### src/rtl/food_drawer.sv
// Food block renderer: erases the previous food square and draws the new one
// into the VGA framebuffer, one pixel per cycle, with a busy/done handshake.
module food_drawer #(
    parameter int         SIZE        = 2,
    parameter logic [2:0] FOOD_COLOUR = 3'b100,
    parameter logic [2:0] BG_COLOUR   = 3'b000,
    parameter int         SCREEN_W    = 160,
    parameter int         SCREEN_H    = 120
) (
    input  logic       clock,
    input  logic       reset,
    input  logic       plot,
    input  logic [7:0] food_x,
    input  logic [6:0] food_y,
    output logic       busy,
    output logic       done,
    output logic [7:0] vga_x,
    output logic [6:0] vga_y,
    output logic [2:0] vga_colour,
    output logic       vga_write
);

    localparam logic [2:0] LAST = 3'(SIZE - 1);

    typedef enum logic [1:0] {IDLE, ERASE, DRAW, FINISH} state_t;

    // Write enable plus address, laid out to match {vga_write, vga_x, vga_y}.
    typedef struct packed {
        logic       wr;
        logic [7:0] x;
        logic [6:0] y;
    } pix_t;

    // Sums are one bit wider than the screen coordinates so that blocks hanging
    // off the right/bottom edge clip instead of wrapping.
    function automatic pix_t pixel(input logic [7:0] bx, input logic [6:0] by,
                                   input logic [2:0] ox, input logic [2:0] oy);
        logic [8:0] sx;
        logic [7:0] sy;
        sx = {1'b0, bx} + {6'd0, ox};
        sy = {1'b0, by} + {5'd0, oy};
        pixel.wr = (sx < 9'(SCREEN_W)) && (sy < 8'(SCREEN_H));
        pixel.x  = sx[7:0];
        pixel.y  = sy[6:0];
    endfunction

    state_t     state;
    logic [7:0] new_x, old_x, draw_x;
    logic [6:0] new_y, old_y, draw_y;
    logic       old_valid, pending;
    logic [2:0] dx, dy;

    logic       last_px;
    logic [2:0] ndx, ndy;
    pix_t       pix_food0, pix_old0, pix_new0, pix_draw0, pix_old_n, pix_draw_n;

    assign last_px = (dx == LAST) && (dy == LAST);
    assign ndx     = (dx == LAST) ? 3'd0 : dx + 3'd1;
    assign ndy     = (dx == LAST) ? dy + 3'd1 : dy;

    // Registered outputs present the pixel of the state being entered, so every
    // candidate first/next pixel is prepared here.
    assign pix_food0  = pixel(food_x, food_y, 3'd0, 3'd0);
    assign pix_old0   = pixel(old_x,  old_y,  3'd0, 3'd0);
    assign pix_new0   = pixel(new_x,  new_y,  3'd0, 3'd0);
    assign pix_draw0  = pixel(draw_x, draw_y, 3'd0, 3'd0);
    assign pix_old_n  = pixel(old_x,  old_y,  ndx,  ndy);
    assign pix_draw_n = pixel(draw_x, draw_y, ndx,  ndy);

    always_ff @(posedge clock) begin
        if (reset) begin
            state      <= IDLE;
            busy       <= 1'b0;
            done       <= 1'b0;
            vga_x      <= 8'd0;
            vga_y      <= 7'd0;
            vga_colour <= 3'd0;
            vga_write  <= 1'b0;
            new_x      <= 8'd0;
            new_y      <= 7'd0;
            old_x      <= 8'd0;
            old_y      <= 7'd0;
            draw_x     <= 8'd0;
            draw_y     <= 7'd0;
            old_valid  <= 1'b0;
            pending    <= 1'b0;
            dx         <= 3'd0;
            dy         <= 3'd0;
        end else begin
            done <= 1'b0;
            if (plot) begin
                new_x <= food_x;
                new_y <= food_y;
            end
            unique case (state)
                IDLE: begin
                    if (plot) begin
                        busy <= 1'b1;
                        dx   <= 3'd0;
                        dy   <= 3'd0;
                        if (old_valid) begin
                            state                       <= ERASE;
                            {vga_write, vga_x, vga_y}   <= pix_old0;
                            vga_colour                  <= BG_COLOUR;
                        end else begin
                            state                       <= DRAW;
                            draw_x                      <= food_x;
                            draw_y                      <= food_y;
                            {vga_write, vga_x, vga_y}   <= pix_food0;
                            vga_colour                  <= FOOD_COLOUR;
                        end
                    end
                end
                ERASE: begin
                    if (plot) pending <= 1'b1;
                    if (last_px) begin
                        // Snapshot so later plots only affect the follow-up sequence.
                        state                     <= DRAW;
                        dx                        <= 3'd0;
                        dy                        <= 3'd0;
                        draw_x                    <= new_x;
                        draw_y                    <= new_y;
                        {vga_write, vga_x, vga_y} <= pix_new0;
                        vga_colour                <= FOOD_COLOUR;
                    end else begin
                        dx                        <= ndx;
                        dy                        <= ndy;
                        {vga_write, vga_x, vga_y} <= pix_old_n;
                    end
                end
                DRAW: begin
                    if (plot) pending <= 1'b1;
                    if (last_px) begin
                        state     <= FINISH;
                        dx        <= 3'd0;
                        dy        <= 3'd0;
                        vga_write <= 1'b0;
                        done      <= 1'b1;
                    end else begin
                        dx                        <= ndx;
                        dy                        <= ndy;
                        {vga_write, vga_x, vga_y} <= pix_draw_n;
                    end
                end
                FINISH: begin
                    old_x     <= draw_x;
                    old_y     <= draw_y;
                    old_valid <= 1'b1;
                    if (pending || plot) begin
                        // The block just drawn becomes the one to erase.
                        pending                   <= 1'b0;
                        state                     <= ERASE;
                        {vga_write, vga_x, vga_y} <= pix_draw0;
                        vga_colour                <= BG_COLOUR;
                    end else begin
                        state <= IDLE;
                        busy  <= 1'b0;
                    end
                end
            endcase
        end
    end

endmodule

### config.mk
export PLATFORM = sky130hd
export DESIGN_NAME = food_drawer
export DESIGN_NICKNAME = d
export VERILOG_FILES = /design/src/rtl/food_drawer.sv
export SDC_FILE = /design/constraint.sdc
export NUM_CORES = 1
export LEC_CHECK = 0
export BUFFER_PORTS_ARGS = -buffer_cell sky130_fd_sc_hd__buf_2
export CAP_MARGIN = 5
export CORE_AREA = 2 2 102 104
export DETAILED_ROUTE_END_ITERATION = 10
export DIE_AREA = 0 0 104 106
export MAX_ROUTING_LAYER = met4
export PLACE_DENSITY = 0.75
export SKIP_CTS_REPAIR_TIMING = 1
export SYNTH_ARGS = -nofsm -noshare
export SYNTH_HDL_FRONTEND = slang
export SYNTH_SLANG_ARGS = --single-unit
export TNS_END_PERCENT = 50
### constraint.sdc
create_clock -name clock -period 7.2 [get_ports clock]
set_input_delay 1.08 -clock clock [delete_from_list [all_inputs] [get_ports clock]]
set_output_delay 1.08 -clock clock [all_outputs]
set_load 0.02 [all_outputs]
**After elaboration in Yosys (flattened, before gate mapping)**

Index checks and enable logic that the tools add are counted.

- Register bits after elaboration: 76
- Output and inout port bits: 21
- Word-level logic and storage cells: 123

- Add/sub/neg operators: 6
- Magnitude comparators: 12
- Eq/ne operators: 13
- Multiplexer cells: 50
- Bitwise gates (word level): 1
- Reduce and logical (&&, ||, !) cells: 24

Operators by type and width:

| kind | number |
|---|---|
| 8-bit 2-to-1 mux | 8 |
| 7-bit 2-to-1 mux | 8 |
| 8-bit < comparator (second input constant) | 4 |
| 8-bit one-hot mux with 4 select lines | 1 |
| 7-bit < comparator (second input constant) | 4 |
| 7-bit one-hot mux with 4 select lines | 1 |
| 3-bit 2-to-1 mux | 9 |
| 8-bit by 3-bit adder with 9-bit output | 2 |
| 9-bit by 8-bit < comparator with 1-bit output (second input constant) | 2 |
| 7-bit by 3-bit adder with 8-bit output | 2 |
| 8-bit by 7-bit < comparator with 1-bit output (second input constant) | 2 |
| 8-bit one-hot mux with 2 select lines | 1 |
| 2-bit inequality test (second input constant) | 7 |
| 7-bit one-hot mux with 2 select lines | 1 |
| 3-bit one-hot mux with 2 select lines | 2 |
| 3-bit AND reduction | 4 |
| 1-bit 2-to-1 mux | 10 |
| 3-bit one-hot mux with 3 select lines | 1 |
| 2-bit 2-to-1 mux | 4 |
| 2-bit one-hot mux with 4 select lines | 1 |
| 4-bit AND reduction | 2 |
| 2-bit nonzero test | 4 |
| 1-bit logical AND | 7 |
| 3-bit by 1-bit adder with 3-bit output (second input constant) | 2 |
| other kinds (12) | 17 |

**Logic depth before layout (Yosys ltp)**

Gate-level depths: netlist of run 1.

- Depth after elaboration: 7
- Depth in mapped cells: 11
- Mapped depth without buffers: 11

**Worst setup path before layout of run 1**

OpenSTA, ideal clock, no wires.

- Path type: register to register
- Start: reg dx[0]
- End: reg vga_y[6]
- Setup time: 0.086 ns
- Arrival: 2.504 ns
- Required time: 7.114 ns
- Setup slack: 4.610 ns
- Stages on the path, launching flop included: 12
- Period minus slack after synthesis: 2.590 ns
- Path through: dfxtp_1 -> nor3b_4 -> nor2_1 -> a21oi_1 -> inv_1 -> fa_1 -> nor2b_1 -> o2111ai_1 -> xor2_1 -> a21oi_1 -> a211oi_1 -> a211oi_1

- Cells in the longest elaborated chain, start to end: 5
- Elaborated cells between the ends (all ways): 10
- Classes of those cells: add/sub (2); eq/ne (2); mux (4); reduce/logical (2)

RTL lines:

| item | line | RTL |
|---|---|---|
| start, declared | 51 | `logic [2:0] dx, dy;` |
| start signal, assigned | 126 | `dx <= ndx;` |
| start signal, assigned | 140 | `dx <= ndx;` |
| 3-bit by 1-bit == test with 1-bit output * | 57, 59 |  |
| 3-bit 2-to-1 mux | 59 | `assign ndy = (dx == LAST) ? dy + 3'd1 : dy;` |
| 7-bit by 3-bit adder with 8-bit output | 41 | `sy = {1'b0, by} + {5'd0, oy};` |
| 7-bit 2-to-1 mux, on equally long branches | 133, 116 |  |
| 7-bit one-hot mux with 4 select lines | 95 | `unique case (state)` |
| end signal, assigned | 103 | `{vga_write, vga_x, vga_y} <= pix_old0;` |
| end signal, assigned | 109 | `{vga_write, vga_x, vga_y} <= pix_food0;` |
| end signal, assigned | 142 | `{vga_write, vga_x, vga_y} <= pix_draw_n;` |
| end, declared | 18 | `output logic [6:0] vga_y,` |

Mark *: on every way between the ends. The rest lies on a longest branch, timed or not. The select of a mux whose other input is x is not followed.
A chain may end at the register's enable or synchronous reset.

**Final worst setup path of run 1**

Same ends and word-level chain as after synthesis.

==> metrics.md, run 1 <==
| Metric | Value |
|---|---|
| WP data required | about 7.4 ns |
| Ys Warns | 0 |
| Cell Chain, Critical Path | nor3b_4 -> nor2_1 -> a21oi_1 -> inv_1 -> fa_1 -> nor2b_1 -> o2111ai_1 -> xor2_1 -> a21oi_1 -> a211oi_1 -> a211oi_1 |
| Global-route wire length before repair | around 20000 um |
| Mapped Area | 4610 um2 |
| Syn Area/Cell | around 8.4 um2 |
| Hold Crit Class | reg2reg |
| CP max stage cell | fa_1 |
| Setup violations, final | 0 |
| Compound-Gate Fraction of Synth Area | 23.9% |
| Worst Setup End Kind | register |
| RSZ-0062 raised after global routing | no |
| H-tree depth | 3 |
| Post-synthesis cell count | 551 |
| Initial DRC count | ~360 |
| Number of synthesized flops with an enable pin | 0 |
| Die Wd | between 100 and 150 um |
| Crit-path max cell delay | 0.45 ns |
| Distinct cells, synth | 58 |
| Total global-route track usage | between 20% and 30% |
| Pleak | 1.97 nW |
| Arr. time, crit path | approximately 3.3 ns |
| Root Buffer | clkbuf_8 |
| Layout Skew | a little under 0.009 ns |
| # Max-Cap Violations | 0 |
| Cell accounting for the most synthesized area | dfxtp_1 |
| Hold Startpoint | vga_y[2] |
| # nets final | approximately 600 |
| Critical path startpoint category | register |
| Minimum clock period | slightly above 3 ns |
| Hold Slack | around 0.45 ns |
| Initial Util | between 40% and 50% |
| Max rail drop VDD | about 130 uV |
| Max Slew Vio Count | 0 |
| DR vias | around 4.2k |
| Crit Path Max Fanout | 7 |
| Final hold viol count | 0 |
| Post-synth top cells | dfxtp_1 (74), nor2_1 (64), mux2i_1 (60) |
| First-pass DRT Iterations | 5 |
| ANT nets after route | 0 |
| Clock slew at reported path FFs | about 0.080 ns |
| Die H | between 100 and 150 um |
| Die ar. | 11000 um2 |
| CTS tree | built |
| Crit Path Category | reg2reg |
| Slew margin rel. | between 15 and 20% |
| PwrDens | roughly 370 nW/um2 |
| Leading post-synthesis cells by cell area | dfxtp_1 (32%), mux2i_1 (13%), a21oi_1 (5.8%) |
| Crit path depth | 11 |
| Sequential share of the synthesized area | 32.2% |
| Hold depth | 2 |
| Max Buffers Root-to-Sink | 2 |
| Area grow syn2layout | 9.54% |
| R2r endpoint | vga_y[6] |
| Post-Synth XOR/XNOR Area | just over 3% |
| Core ar. | 10000 um2 |
| GRT overflow | 0 |
| Sequential standard cell area | 1480 um2 |
| WL/cell | 17.3 um |
| Vias in the first global route | around 4.1k |
| Reg2Reg Depth | 11 |
| Top delay family on crit path | compound AO/OA/AOI/OAI gates |
| Status | completed |
| Post-synth top area share | around a third |
| Fraction of the mapped netlist area in adder cells | approximately 6.6% |
| TritonCTS Buffers | 9 |
| Fillers | 955 |
| Initial antenna violation count | 0 |
| R2r setup slk | slightly above 4 ns |
| Synth Area in Simple Gates | approximately 14% |
| TNS Setup | 0 ns |
| CTS sink cnt | between 70 and 80 |
| Final HPWL DP | around 8100 um |
| Worst reg2reg path startpoint | dx[0] |
| Largest family of logic cells by synthesized area | compound AO/OA/AOI/OAI gates |
| Worst hold endpoint | vga_y[2] |
| Max Freq | 328 MHz |
| Worst path buffer plus inverter count | 1 |
| Share of cells above drive strength 1 | between 10% and 20% |
| N_diodes | 0 |
| Most common cell in the netlist | dfxtp_1 |
| Placer Congestion | about 0.91 |
| Dominant synthesized flop cell | dfxtp_1 |
| Slew @ Worst Pin | ~1.2 ns |
| Vias per cell | 6.01 |
| Core Rows | 37 |
| Yosys reg bits | 74 |
| Port Buffer Count | 36 |
| Crit share post-route | a little over two fifths |
| Clk_lat worst skew | between 0.3 and 0.4 ns |
| I/O pin cnt | 39 |
| DRT Wirelength | between 10000 and 15000 um |
| Remaining DRCs | 0 |
| Largest net degree at the start of global routing | 77 |
| Multi-input logic area | 2860 um2 |
| Multiplexer share of the synthesized area | about 14% |
| Async set-reset flop share out of synthesis | 0% |
## worst max-delay path by stage
| stage | endpoint | slack [ns] | from |
|---|---|---|---|
| detailed placement | vga_y[5] | 4.12 | plot |
| global placement | vga_y[4] | 4.23 | plot |
| floorplan | vga_y[6] | 4.61 | dx[0] |
| finish | vga_y[6] | 4.15 | dx[0] |
| CTS | vga_y[6] | 4.15 | dx[0] |
| global route | vga_y[6] | 3.84 | dx[0] |
## cell type report
cell class / instances / area share (%)
sequential: 74 / 29.4
clock buffer: 12 / 2.88
tap: 136 / 3.37
inverter: 18 / 1.34
multi-input combinational: 417 / 56.8
clock inverter: 4 / 1.96
timing repair buffer: 41 / 4.32
## metal layers
metal	wire length (um)	track usage, %	part of all wire [%]
met1	5240	28.1	43
met2	5980	39.6	49
met3	773	3.92	6.4
met4	169	7.63	1.4
met5	0	-	0
## state kept, by name (all words and copies together) (netlist names)
register / cells
draw_x: 8
new_x: 8
old_x: 8
vga_x: 8
draw_y: 7
new_y: 7
old_y: 7
vga_y: 7
dx: 3
dy: 3
state: 2
busy: 1
done: 1
old_valid: 1
pending: 1
vga_colour: 1
vga_write: 1
## stage by stage
step / setup WS, ns / utilization (%) / cells / cell area, um2 / power [mW]
after floorplan: 4.61 / - / 552 / 4610 / 1.26
after global placement: 4.23 / 48.0 / 686 / 4800 / 1.44
after detailed placement: 4.12 / 48.0 / 686 / 4800 / 1.47
after CTS: 4.15 / 50.5 / 702 / 5040 / 1.88
after global routing: 3.84 / 50.5 / 702 / 5040 / 2.02
final: 4.15 / 50.5 / 702 / 5040 / 1.89
## cells by family after synthesis
group,Yosys count
other,1
buffers and inverters,61
multiplexers,64
flip-flops,74
XOR/XNOR,16
AO/OA/AOI/OAI,167
AND/OR/NAND/NOR,146
adder cells (fa/ha/maj),22
## report_power, final
part | leakage, nW | total [mW] | switching, mW | internal [mW]
Combinational | 1.25 | 0.837 | 0.521 | 0.316
Clock | 0.121 | 0.404 | 0.163 | 0.241
Sequential | 0.608 | 0.649 | 0.130 | 0.519
Total | 1.97 | 1.89 | 0.814 | 1.08
## worst min-delay path, stage by stage (launching register included)
cell     delay, ns
dfxtp_1       0.31
nand2_1       0.05
a21oi_1       0.05
## cells in the final DEF, fill, tap and decap left out, types with 6 or more instances in the layout
| cell type | count |
|---|---|
| nand2_1 | 41 |
| o21ai_0 | 28 |
| nand3_1 | 11 |
| xor2_1 | 7 |
| xnor2_1 | 9 |
| nor3_1 | 6 |
| ha_1 | 18 |
| dfxtp_1 | 74 |
| mux2i_1 | 60 |
| a211oi_1 | 28 |
| a21oi_1 | 53 |
| inv_1 | 16 |
| buf_2 | 36 |
| o211ai_1 | 8 |
| nor2_1 | 64 |
| clkbuf_8 | 10 |
No activity file was read; power rests on OpenSTA's default activity.
==> run 2, diff against run 1 <==
==> constraint.sdc (replaced) <==
create_clock -name clock -period 2.92 [get_ports clock]
set_input_delay 0.438 -clock clock [delete_from_list [all_inputs] [get_ports clock]]
set_output_delay 0.438 -clock clock [all_outputs]
set_load 0.02 [all_outputs]
==> run 2 against run 1 <==
  * Maximum frequency rose by 15%
  * Global-route usage fell by 0.36 points
  * Power rose by 140%
  * Clock power rose by 70%
  * Worst setup slack got worse by 3.9 ns
  * Wire length fell by 0.85%
  * Critical path type unchanged
==> metrics.md, run 2 (same netlist as run 1, synthesis figures left out) <==
| Metric | Value |
|---|---|
| Status | completed |
| # nets final | between 600 and 700 |
| Die ar. | ~11000 um2 |
| Vias per cell | just under 6 |
| # Max-Cap Violations | 0 |
| Initial DRC count | slightly above 200 |
| WP data required | 3.21 ns |
| Port Buffer Count | 36 |
| N_diodes | 0 |
| GRT overflow | 0 |
| Root Buffer | clkbuf_8 |
| Remaining DRCs | 0 |
| Largest net degree at the start of global routing | 47 |
| Hold Crit Class | in2reg |
| DP Cell Count | 697 |
| DRT Wirelength | ~12000 um |
| WL/cell | 16.9 um |
| Max Freq | 378 MHz |
| TritonCTS Buffers | 9 |
| Area grow syn2layout | 9.67% |
| Placer Congestion | between 0.9 and 1 |
| Clk_lat worst skew | ~0.37 ns |
| Core Rows | 37 |
| CTS sink cnt | between 70 and 80 |
| First-pass DRT Iterations | 5 |
| I/O pin cnt | 39 |
| ANT nets after route | 0 |
| Slew margin rel. | between 40 and 50% |
| Pleak | about 2 nW |
| Total global-route track usage | between 20 and 25% |
| Crit-path max cell delay | between 0.4 and 0.5 ns |
| Max Slew Vio Count | 0 |
| Commonest non-fill, non-tap cells in the layout | dfxtp_1 (73), nor2_1 (64), mux2i_1 (60) |
| TNS Setup | 0 ns |
| Max Buffers Root-to-Sink | 2 |
| Final hold viol count | 0 |
| Final HPWL DP | 8330 um |
| Crit share post-route | roughly nine tenths |
| Setup violations, final | 0 |
| DR vias | around 4.2k |
| CP max stage cell | fa_1 |
| Core ar. | around 10000 um2 |
| Vias in the first global route | slightly above 4k |
| H-tree depth | 3 |
| Critical path startpoint category | register |
| Initial Util | a little under half |
| Slew @ Worst Pin | a little under 0.9 ns |
| RSZ-0062 raised after global routing | no |
| Initial antenna violation count | 0 |
| Share of cells above drive strength 1 | between 10 and 15% |
| Fin cells | approximately 710 |
| Crit Path Category | reg2reg |
| Worst Setup End Kind | register |
| Arr. time, crit path | slightly below 3 ns |
| Final design utilization | between 50% and 60% |
| Minimum clock period | 2.64 ns |
| Die H | 106 um |
| Most common cell after layout, fill and taps aside | dfxtp_1 |
| CTS tree | built |
| Global-route wire length before repair | a little under 20000 um |
| Max rail drop VDD | around 380 uV |
| PwrDens | 880 nW/um2 |
| Die Wd | 104 um |
| Cell Chain, Critical Path | nor3b_4 -> xor2_1 -> ha_1 -> inv_1 -> fa_1 -> nor2b_2 -> o2111ai_1 -> xor2_1 -> a21oi_1 -> a211oi_1 -> a211oi_1 |
| Hold Slack | ~0.34 ns |
| Clock slew at reported path FFs | 0.08 ns |
| Crit Path Max Fanout | 7 |
| Layout Skew | between 0.01 and 0.015 ns |
-- run 2: area by class of cell --
| class | instances | area [um2] |
|---|---|---|
| Clock buffer | 11 | 131 |
| Clock inverter | 4 | 20.0 |
| Fill cell | 975 | 4950 |
| Inverter | 18 | 67.6 |
| Multi-Input combinational cell | 417 | 2870 |
| Sequential cell | 74 | 1480 |
| Tap cell | 136 | 170 |
| Timing Repair Buffer | 52 | 313 |
-- run 2: critical path, delay by kind of cell (launching register included) --
family | cells | cell delay (ns)
DFF | 1 | 0.39
AOI/OAI and AO/OA | 4 | 0.59
xor gates and xnor gates | 2 | 0.44
adders and majority gates | 2 | 0.68
buffers and inverters | 1 | 0.07
and+or+nand+nor | 2 | 0.40
-- run 2: worst paths after layout --
kind              from        to  slack [ns]  cells after the start
max              dx[0]  vga_y[6]        0.28                     11
min          food_x[3]  new_x[3]        0.34                      3
max reg2reg      dx[0]  vga_y[6]        0.28                     11
min reg2reg   vga_y[1]  vga_y[1]        0.46                      2
-- run 2: power by group --
group / internal (mW) / total (mW) / switching, mW
combinational: 0.841 / 2.17 / 1.33
sequential: 1.28 / 1.59 / 0.304
clock: 0.298 / 0.687 / 0.389
-- run 2: layer usage --
| metal | vias up | global-route usage, % | share of wire (%) |
|---|---|---|---|
| met2 | 137 | 38.1 | 47 |
| met5 | - | - | 0 |
| met3 | 43 | 4.54 | 6.1 |
| met1 | 1992 | 26.1 | 43 |
| met4 | 0 | 12.3 | 3.6 |
| li1 | 2029 | - | - |
-- run 2: stage by stage --
step / worst slack, ns / power [mW] / cell area (um2)
after detailed placement: 0.186 / 3.75 / 4900
after global routing: 0.0664 / 4.76 / 5050
after CTS: 0.165 / 4.43 / 5050
final: 0.275 / 4.44 / 5050
after global placement: 0.295 / 3.69 / 4900
after floorplan: 0.330 / 3.11 / 4610
==> run 3, diff against run 2 <==
--- a/config.mk
+++ b/config.mk
@@ -7,11 +7,10 @@
 export LEC_CHECK = 0
 export BUFFER_PORTS_ARGS = -buffer_cell sky130_fd_sc_hd__buf_2
 export CAP_MARGIN = 5
-export CORE_AREA = 2 2 102 104
+export CORE_AREA = 2 2 114 116
 export DETAILED_ROUTE_END_ITERATION = 10
-export DIE_AREA = 0 0 104 106
-export MAX_ROUTING_LAYER = met4
-export PLACE_DENSITY = 0.75
+export DIE_AREA = 0 0 116 118
+export PLACE_DENSITY = 0.64
 export SKIP_CTS_REPAIR_TIMING = 1
 export SYNTH_ARGS = -nofsm -noshare
 export SYNTH_HDL_FRONTEND = slang
==> run 3 against run 2 <==
  * Cell count rose by 5.1%
  * Power is 8.5% higher
  * Worst setup slack got worse by 0.035 ns
  * Clock-buffer cell count is the same
  * Die area rose by 24%
  * Via count down 0.50%
  * Critical path depth unchanged
  * Largest cell class unchanged
  * Largest power group unchanged
  * Highest routed layer unchanged
==> metrics.md, run 3 (same netlist as run 1, synthesis figures left out) <==
| Metric | Value |
|---|---|
| H-tree depth | 3 |
| Global-route wire length before repair | 20900 um |
| Overall power | between 4 and 5 mW |
| Die H | between 100 and 150 um |
| DR vias | about 4.2k |
| Status | completed |
| CTS sink cnt | 74 |
| Placement Setup Slack | between 0.1 and 0.15 ns |
| Max Buffers Root-to-Sink | 2 |
| Logic pwr share | a little under half |
| TritonCTS Buffers | 9 |
| Crit share post-route | roughly 92% |
| Initial Util | 37.1% |
| CP max stage cell | dfxtp_1 |
| Total global-route track usage | between 10% and 20% |
| TNS Setup | 0 ns |
| Vias per cell | about 5.6 |
| Layout Skew | about 0.0052 ns |
| Hold Crit Class | in2reg |
| # Max-Cap Violations | 0 |
| Slew @ Worst Pin | between 0.8 and 0.9 ns |
| WL/cell | between 15 and 20 um |
| Pleak | 2.06 nW |
| DRT Wirelength | between 10000 and 15000 um |
| Arr. time, crit path | 2.94 ns |
| Final HPWL DP | 8980 um |
| Commonest non-fill, non-tap cells in the layout | dfxtp_1 (74), nor2_1 (64), mux2i_1 (60) |
| Crit-path max cell delay | roughly 0.42 ns |
| PwrDens | a little over 900 nW/um2 |
| Placer Congestion | 0.867 |
| Clock power frac | between 20% and 30% |
| Root Buffer | clkbuf_16 |
| Setup WS post-layout | between 0.2 and 0.25 ns |
| Largest net degree at the start of global routing | 36 |
| Setup violations, final | 0 |
| Slew margin rel. | about 42% |
| GRT overflow | 0 |
| WP data required | 3.18 ns |
| Area grow syn2layout | 13.5% |
| Remaining DRCs | 0 |
| Fin area | roughly 5200 um2 |
| CTS tree | built |
| # nets final | just over 600 |
| Core Rows | 41 |
| Die Wd | roughly 120 um |
| Worst path buffer plus inverter count | 1 |
| Sw Ratio | 42.9% |
| Max Slew Vio Count | 0 |
| Die ar. | about 14000 um2 |
| ANT nets after route | 0 |
| Share of cells above drive strength 1 | approximately 14% |
| Vias in the first global route | between 4k and 5k |
| Crit Path Category | reg2reg |
| Clk_lat worst skew | 0.34 ns |
| Port Buffer Count | 36 |
| Final design utilization | around 42% |
| Area after DPL | about 5000 um2 |
| Clock slew at reported path FFs | 0.06 ns |
| Max Freq | 373 MHz |
| NetSw | approximately 2.1 mW |
| Sequential share of power | between 30 and 40% |
| Top delay family on crit path | adder cells |
| Initial antenna violation count | 0 |
| Final hold viol count | 0 |
| Critical path startpoint category | register |
| Pint | 2.75 mW |
| N_diodes | 0 |
| Worst Setup End Kind | register |
| I/O pin cnt | 39 |
| Cell Chain, Critical Path | nor3b_4 -> xor2_1 -> ha_1 -> inv_1 -> fa_1 -> nor2b_2 -> o2111ai_1 -> xor2_1 -> a21oi_1 -> a211oi_1 -> a211oi_1 |
| RSZ-0062 raised after global routing | no |
| Most common cell after layout, fill and taps aside | dfxtp_1 |
| Max rail drop VDD | about 330 uV |
| Minimum clock period | 2.68 ns |
| Crit Path Max Fanout | 7 |
| First-pass DRT Iterations | 5 |
| Initial DRC count | between 200 and 250 |
| Core ar. | 12400 um2 |
==> run 3: cell types whose count changed in the layout (fill, tap and decap cells not counted) <==
cell / change
clkbuf_16: +9
dfxtp_1: +1
buf_4: +2
dfxtp_2: -1
clkbuf_8: -8
buf_12: +1
clkinv_2: -3
clkbuf_1: -1
==> run 3: cell type report <==
cell class	count	area (um2)
clock buffer	11	243
clock inverter	1	5.00
fill	1279	7190
inverter	18	67.6
multi-input combinational	417	2870
sequential	74	1480
tap	172	215
timing repair buffer	55	348
==> run 3: power by group through the flow <==
stage          clock network [mW]  registers, mW  logic, mW
3_3_place_gp                    0           1.60       2.19
6_report                    0.989           1.59       2.24
4_1_cts                      1.01           1.59       2.23
3_5_place_dp                    0           1.61       2.22
5_1_grt                      1.03           1.64       2.47
2_1_floorplan                   0           1.62       1.49
==> run 3: worst paths after layout <==
| path | startpoint | to | slack, ns | cells after the start |
|---|---|---|---|---|
| worst max-delay path | dx[0] | vga_y[6] | 0.24 | 11 |
| worst min-delay path | food_x[2] | new_x[2] | 0.36 | 3 |
| worst max register to register | dx[0] | vga_y[6] | 0.24 | 11 |
| worst min register to register | vga_y[1] | vga_y[1] | 0.45 | 2 |
==> run 3: tightest hold or removal path, cell delays in order <==
cell	delay (ns)
buf_2	0.10
mux2i_1	0.06
nor2_1	0.07
==> run 3: per-stage QoR <==
stage          hold slack, ns  std cells
6_report                0.364        748
5_1_grt                 0.400        748
4_1_cts                 0.361        748
3_5_place_dp            0.448        736
3_3_place_gp            0.444        736
2_1_floorplan           0.454        552
==> run 3: layer usage <==
layer,global-route usage [%],routed length [um],vias up
li1,-,-,2031
met4,7.96,302,0
met3,3.30,629,17
met2,31.5,6130,109
met1,25.3,5580,2023
met5,0,0,-
